## config.mk

```make
export PLATFORM = sky130hd
export DESIGN_NAME = match_sequencer
export DESIGN_NICKNAME = d
export VERILOG_FILES = /design/src/rtl/match_sequencer.sv
export SDC_FILE = /design/constraint.sdc
export NUM_CORES = 1
export LEC_CHECK = 0
export CAP_MARGIN = 30
export CORE_MARGIN = 2
export CORE_UTILIZATION = 45
export DETAILED_ROUTE_END_ITERATION = 6
export PLACE_DENSITY_LB_ADDON = 0.15
export SYNTH_ARGS = -nofsm -noshare
export SYNTH_HDL_FRONTEND = slang
export SYNTH_SLANG_ARGS = --single-unit
```

## constraint.sdc

```tcl
create_clock -name pclk -period 5.5 [get_ports pclk]
set_input_delay 1.65 -clock pclk [delete_from_list [all_inputs] [get_ports pclk]]
set_output_delay 1.65 -clock pclk [all_outputs]
set_load 0.05 [all_outputs]
```

## src/rtl/match_sequencer.sv

```systemverilog
// Match controller for the two-player board display.
// Sequences READY -> RUN (<-> PAUSE) -> OVER, runs the BCD MM:SS countdown,
// latches the winner and gates both game blocks through game_run.
module match_sequencer #(
  parameter int unsigned TICK_DIV   = 40_000_000,
  parameter logic [15:0] MATCH_TIME = 16'h0300
) (
  input  logic        pclk,
  input  logic        rstn,
  input  logic        start,
  input  logic        pause,
  input  logic        fail1,
  input  logic        fail2,
  input  logic [7:0]  score1,
  input  logic [7:0]  score2,
  output logic        ifstart,
  output logic        game_run,
  output logic [15:0] timer,
  output logic        game_over,
  output logic [1:0]  winner,
  output logic        tick
);

  localparam int PW = (TICK_DIV > 1) ? $clog2(TICK_DIV) : 1;
  localparam logic [PW-1:0] PRESC_LAST = PW'(TICK_DIV - 1);

  typedef enum logic [1:0] {
    READY = 2'd0,
    RUN   = 2'd1,
    PAUSE = 2'd2,
    OVER  = 2'd3
  } state_t;

  state_t        state;
  logic [PW-1:0] presc;

  // "Button was low last cycle" flags. They reset to 0, so a button that is
  // already held when reset releases never produces a rising edge.
  logic start_low;
  logic pause_low;
  logic start_rise;
  logic pause_rise;
  logic end_hit;
  logic [1:0] end_winner;

  assign start_rise = start & start_low;
  assign pause_rise = pause & pause_low;

  // One-second BCD decrement: s1 and m1 borrow at 0->9, s10 at 0->5.
  function automatic logic [15:0] bcd_dec(input logic [15:0] t);
    logic [3:0] m10, m1, s10, s1;
    {m10, m1, s10, s1} = t;
    if (s1 != 4'd0) begin
      s1 = s1 - 4'd1;
    end else begin
      s1 = 4'd9;
      if (s10 != 4'd0) begin
        s10 = s10 - 4'd1;
      end else begin
        s10 = 4'd5;
        if (m1 != 4'd0) begin
          m1 = m1 - 4'd1;
        end else begin
          m1  = 4'd9;
          m10 = m10 - 4'd1;
        end
      end
    end
    return {m10, m1, s10, s1};
  endfunction

  // End-of-match detection in priority order: double fail, single fail, time out.
  always_comb begin
    end_hit    = 1'b1;
    end_winner = 2'b00;
    if (fail1 && fail2) begin
      end_winner = 2'b11;
    end else if (fail1) begin
      end_winner = 2'b10;
    end else if (fail2) begin
      end_winner = 2'b01;
    end else if (timer == 16'h0000) begin
      if (score1 > score2)      end_winner = 2'b01;
      else if (score2 > score1) end_winner = 2'b10;
      else                      end_winner = 2'b11;
    end else begin
      end_hit = 1'b0;
    end
  end

  // Button history for rising-edge detection.
  always_ff @(posedge pclk or negedge rstn) begin
    if (!rstn) begin
      start_low <= 1'b0;
      pause_low <= 1'b0;
    end else begin
      start_low <= ~start;
      pause_low <= ~pause;
    end
  end

  // Match FSM with prescaler, countdown and registered Moore outputs.
  always_ff @(posedge pclk or negedge rstn) begin
    if (!rstn) begin
      state     <= READY;
      presc     <= '0;
      timer     <= MATCH_TIME;
      ifstart   <= 1'b0;
      game_run  <= 1'b0;
      game_over <= 1'b0;
      winner    <= 2'b00;
      tick      <= 1'b0;
    end else begin
      tick <= 1'b0;
      case (state)
        READY: begin
          timer <= MATCH_TIME;
          if (start_rise) begin
            state    <= RUN;
            presc    <= '0;
            ifstart  <= 1'b1;
            game_run <= 1'b1;
          end
        end
        RUN: begin
          // The countdown step completes even on the cycle the match ends.
          if (presc == PRESC_LAST) begin
            presc <= '0;
            if (timer != 16'h0000) begin
              timer <= bcd_dec(timer);
              tick  <= 1'b1;
            end
          end else begin
            presc <= presc + 1'b1;
          end
          if (end_hit) begin
            state     <= OVER;
            game_run  <= 1'b0;
            game_over <= 1'b1;
            winner    <= end_winner;
          end else if (pause_rise) begin
            state    <= PAUSE;
            game_run <= 1'b0;
          end
        end
        PAUSE: begin
          if (pause_rise) begin
            state    <= RUN;
            game_run <= 1'b1;
          end
        end
        OVER: begin
          if (start_rise) begin
            state     <= READY;
            timer     <= MATCH_TIME;
            winner    <= 2'b00;
            game_over <= 1'b0;
            ifstart   <= 1'b0;
          end
        end
        default: state <= READY;
      endcase
    end
  end

endmodule

```

After elaboration in Yosys (flattened, before gate mapping)
Cells that the tools add are included.

word-level totals
  logic and storage cells = 105
  flip-flop bits (word level) = 52
  output and inout bits = 22

cells by class
  multiplexer cells = 46
  $lt $le $gt $ge = 2
  add/sub/neg operators = 5
  equality and inequality tests = 14
  bitwise gates (word level) = 4
  reduce and logical (&&, ||, !) cells = 21

operator list
  operator                 count
  $mux W26                 2
  $pmux W26 S2             1
  $mux W16                 3
  $pmux W16 S3             1
  $mux W4                  9
  $add A26 B1 Y26 const B  1
  $eq A26 B26 Y1 const B   1
  $mux W2                  11
  $ne A2 B2 Y1 const B     9
  $gt A8 B8 Y1             2
  $logic_not A16 Y1        1
  $reduce_bool A16 Y1      1
  $sub A4 B1 Y4 const B    4
  $mux W1                  14
  $reduce_and A4 Y1        3
  $reduce_bool A4 Y1       3
  $pmux W2 S4              1
  $reduce_and A7 Y1        1
  $reduce_and A3 Y1        2
  $reduce_and A6 Y1        1
  $reduce_bool A2 Y1       3
  $reduce_bool A3 Y1       2
  $reduce_and A5 Y1        1
  $eq A2 B2 Y1 const B     2
  other kinds (10)         13

Depth between registers and ports, before layout
  word-level depth = 9
  depth in mapped cells = 8
  mapped depth without buffers = 7

Least setup slack after synthesis
No wires, ideal clock.

  path kind = input to register
  start point = input port start
  end point = register presc[24]
  path buffers = 0
  cell stages on the path = 5
  library setup time = 0.077 ns
  data arrival time = 2.979 ns
  slack = 2.443 ns
  path through = nand3_1 a21oi_1 nand3_1 or4_1 a21oi_1

between the ends
  cells in the longest elaborated chain, start to end = 3

ends and longest elaborated chain
  item                                line  text
  from (decl)                         10    input logic start,
  $and A1 B1 Y1                       46    assign start_rise = start & start_low;
  $ne A2 B2 Y1 (no source line)       n/a
  $reduce_and A2 Y1 (no source line)  n/a
  to (signal assigned)                134   presc <= presc + 1'b1;
  to (decl)                           35    logic [PW-1:0] presc;

Every way passes these cells.
A chain may end at the register's enable or synchronous reset.

Final worst setup path
Ends and elaborated chain as after synthesis.

==> impl_metrics.tcl <==
set metrics [dict create \
    cts_sinks 52 \
    timing.hold.ws_ns 0.517 \
    fp.dieW_um 88.9 \
    period_needed_ns 3.67 \
    grt_pass1_vias 2633 \
    setup_violations 0 \
    chipHeight_um 88.9 \
    cts_buffer_depth 2 \
    r2r-start "state[1]$_DFFE_PN0P_" \
    muxShareOfSynthArea_pct 2.05 \
    synth_flop_cell "dfrtp_1" \
    dieArea_mm2 0.00790 \
    row_count 30 \
    numCtsBuffers 5 \
    initial_core_util_pct 47.2 \
    synth_most_common_cell "dfrtp_1" \
    synthAdderAreaFrac_pct 6.56 \
    gr-total-overflow 0 \
    hpwl_mm 5.29 \
    arrival_ns 3.91 \
    synth.top_cell.area_share_pct 38.6 \
    synth.avg_cell_area_um2 8.98 \
    ys.warnings.count 0 \
    peakVddDrop_mv 0.302 \
    ctsResizeCount 0 \
    met2_length_mm 3.26 \
    final_util_pct 56.1 \
    slew_violations 0 \
    drv_cap 0 \
    yosys-top-cells-count "50 x dfrtp_1, 37 x nor2_1, 34 x nand2_1" \
    viasPerCell 5.56 \
    drc 0 \
    worstSkewPairLatency_ns 0.31 \
    cp.required_ns 5.73 \
    path_clk_slew_ns 0.09 \
    crit_path_start "start" \
    syn_area_mm2 0.00324 \
    synth_largest_area_cell "dfrtp_1" \
    core-area_mm2 0.00687 \
    synth-xor-area-share_pct 4.86 \
    grt_first_pass_wirelength_mm 12.7 \
    fin_crit_sh_pct 66.8 \
    rr_worst_depth 8 \
    drt_iter0_markers 156 \
    root_buffer "clkbuf_8" \
    finClkSkew_ns 0.0145 \
    htreeDepth 2 \
    synth_top_family_by_area "simple AND/OR/NAND/NOR gates" \
    ys_seq_elements 52 \
    detail_route.wl_per_cell_um 14.5 \
    postRouteAntennaNets 0 \
    dr.pass1.iters 5 \
    status "complete, no violations" \
    ys_seq_area_share_pct 40.2 \
    r2r_end "timer[15]$_DFFE_PN0P_" \
    antenna_cells 0 \
    ff2ff_setup_slack_ns 2.54 \
    top_layer "met4" \
    async_flop_share_pct 100 \
    cp_slowest_stage_delay_ns 0.58 \
    crit_path_end "presc[24]$_DFFE_PN0P_" \
    critPathTopFamily "simple AND/OR/NAND/NOR gates" \
    synth_area_leaders "dfrtp_1 39%, ha_1 6.6%, nor2_1 4.3%" \
    fmax_mhz 272 \
    post-cts-setup-buffers 0 \
    num_io_pins 44 \
    cts_tree "built" \
    critPathBufInv 1 \
    yosys.area_share.simple_pct 26.9 \
    final_nets 443 \
    gp_congestion 0.826 \
    drive_above_1_share_pct 6.17 \
    critical_path_depth 6 \
    syn_nets 400 \
    powerDensity_mw_per_mm2 409 \
    route.vias.total 2786 \
    port_buffers 43 \
    stdcell_count 501 \
    drt-met1-wl_mm 3.67 \
    worstSetupStartpointType "primary input" \
    synth_compound_area_share_pct 15.5 \
    timing.slew.headroom_pct 39.5 \
    rsz0062_at_grt "no" \
    netlist_instances 361 \
    ys_types 56 \
    cp-end-kind "flop" \
    min_path_type "reg2reg" \
    path_max_fanout 8 \
    wl_met3_um 248 \
    p_leak_nw 1.60 \
    slowest_stage "a21oi_1" \
    path_cells "clkdlybuf4s50_1 -> nand3_1 -> a21oi_1 -> nand3_1 -> or4_1 -> a21oi_1" \
    grt_max_degree 53 \
    track_usage_pct 20.3 \
    antenna_found_initial 0 \
    synth_edf_count 0 \
    hold_viol_final 0 \
    wl_mm 7.24 \
    syn2layout_area_growth_pct 19.0 \
    tightest_slew_ns 0.902 \
    cts_hold_buf 0 \
    setup_tns_ns 0 \
    path_class "in2reg" \
    dp.cells 493 \
]
[cell usage in the layout (no fill, tap or decap), types with 11 or more instances in the layout]
cell type,n
nand2_1,34
dfrtp_1,50
nor3_1,11
nand4_1,16
clkdlybuf4s50_1,42
inv_1,21
a21oi_1,17
ha_1,17
o21ai_0,19
nand3_1,22
xor2_1,14
nor2_1,37
[worst min-delay path by stage]
stage	from	endpoint	slack (ns)	cells past startpoint
3_3_place_gp	winner[0]$_DFFE_PN0P_	winner[0]$_DFFE_PN0P_	0.50	1
2_1_floorplan	presc[23]$_DFFE_PN0P_	presc[23]$_DFFE_PN0P_	0.48	1
5_1_grt	winner[0]$_DFFE_PN0P_	winner[0]$_DFFE_PN0P_	0.57	1
3_5_place_dp	winner[0]$_DFFE_PN0P_	winner[0]$_DFFE_PN0P_	0.49	1
4_1_cts	winner[0]$_DFFE_PN0P_	winner[0]$_DFFE_PN0P_	0.52	1
6_report	winner[0]$_DFFE_PN0P_	winner[0]$_DFFE_PN0P_	0.52	1
[flip-flops by register name, indices dropped and copies added, names as in the netlist]
signal	count
presc	26
game_run	1
pause_low	1
game_over	1
start_low	1
state	2
timer	16
winner	2
tick	1
ifstart	1
[power breakdown]
| part | total, mW | internal, mW | switching [mW] | leakage [nW] |
|---|---|---|---|---|
| logic | 0.810 | 0.291 | 0.519 | 0.874 |
| registers | 0.537 | 0.454 | 0.0829 | 0.684 |
| clock network | 0.229 | 0.103 | 0.126 | 0.0445 |
[kinds of logic after synthesis]
group / Yosys count
compound gates: 75
xor+xnor: 18
fa+ha+maj: 17
buf+inv: 31
flops: 52
mux: 6
simple gates: 162
[final cells by class]
class	instances	area [µm²]
Clock buffer	7	86.3
Tap cell	96	120
Multi-Input combinational cell	278	1810
Sequential cell	52	1300
Timing Repair Buffer	46	448
Inverter	21	78.8
Fill cell	645	3010
Clock inverter	1	7.51
[through the flow]
step	cell area [µm²]	total power [mW]	setup WS (ns)
finish	3860	1.58	1.83
detailed placement	3760	1.35	1.45
global route	3860	1.70	1.52
global placement	3760	1.34	1.53
CTS	3860	1.58	1.79
floorplan	3240	1.13	2.44
[layer usage]
metal  up-vias  GRT usage (%)
met5         -              0
met4         0           4.13
met3         6           3.64
met2        59           30.8
met1      1328           30.4
li1       1393              -
[worst register-to-register path: cells and delay by family (launching register included)]
kind / cells / cell delay (ns)
AOI/OAI and AO/OA: 2 / 0.52
DFF: 1 / 0.44
buffers and inverters: 2 / 0.44
and+or+nand+nor: 3 / 1.11
adders and majority gates: 1 / 0.34
Note: power is estimated with default switching activity, not from simulation.
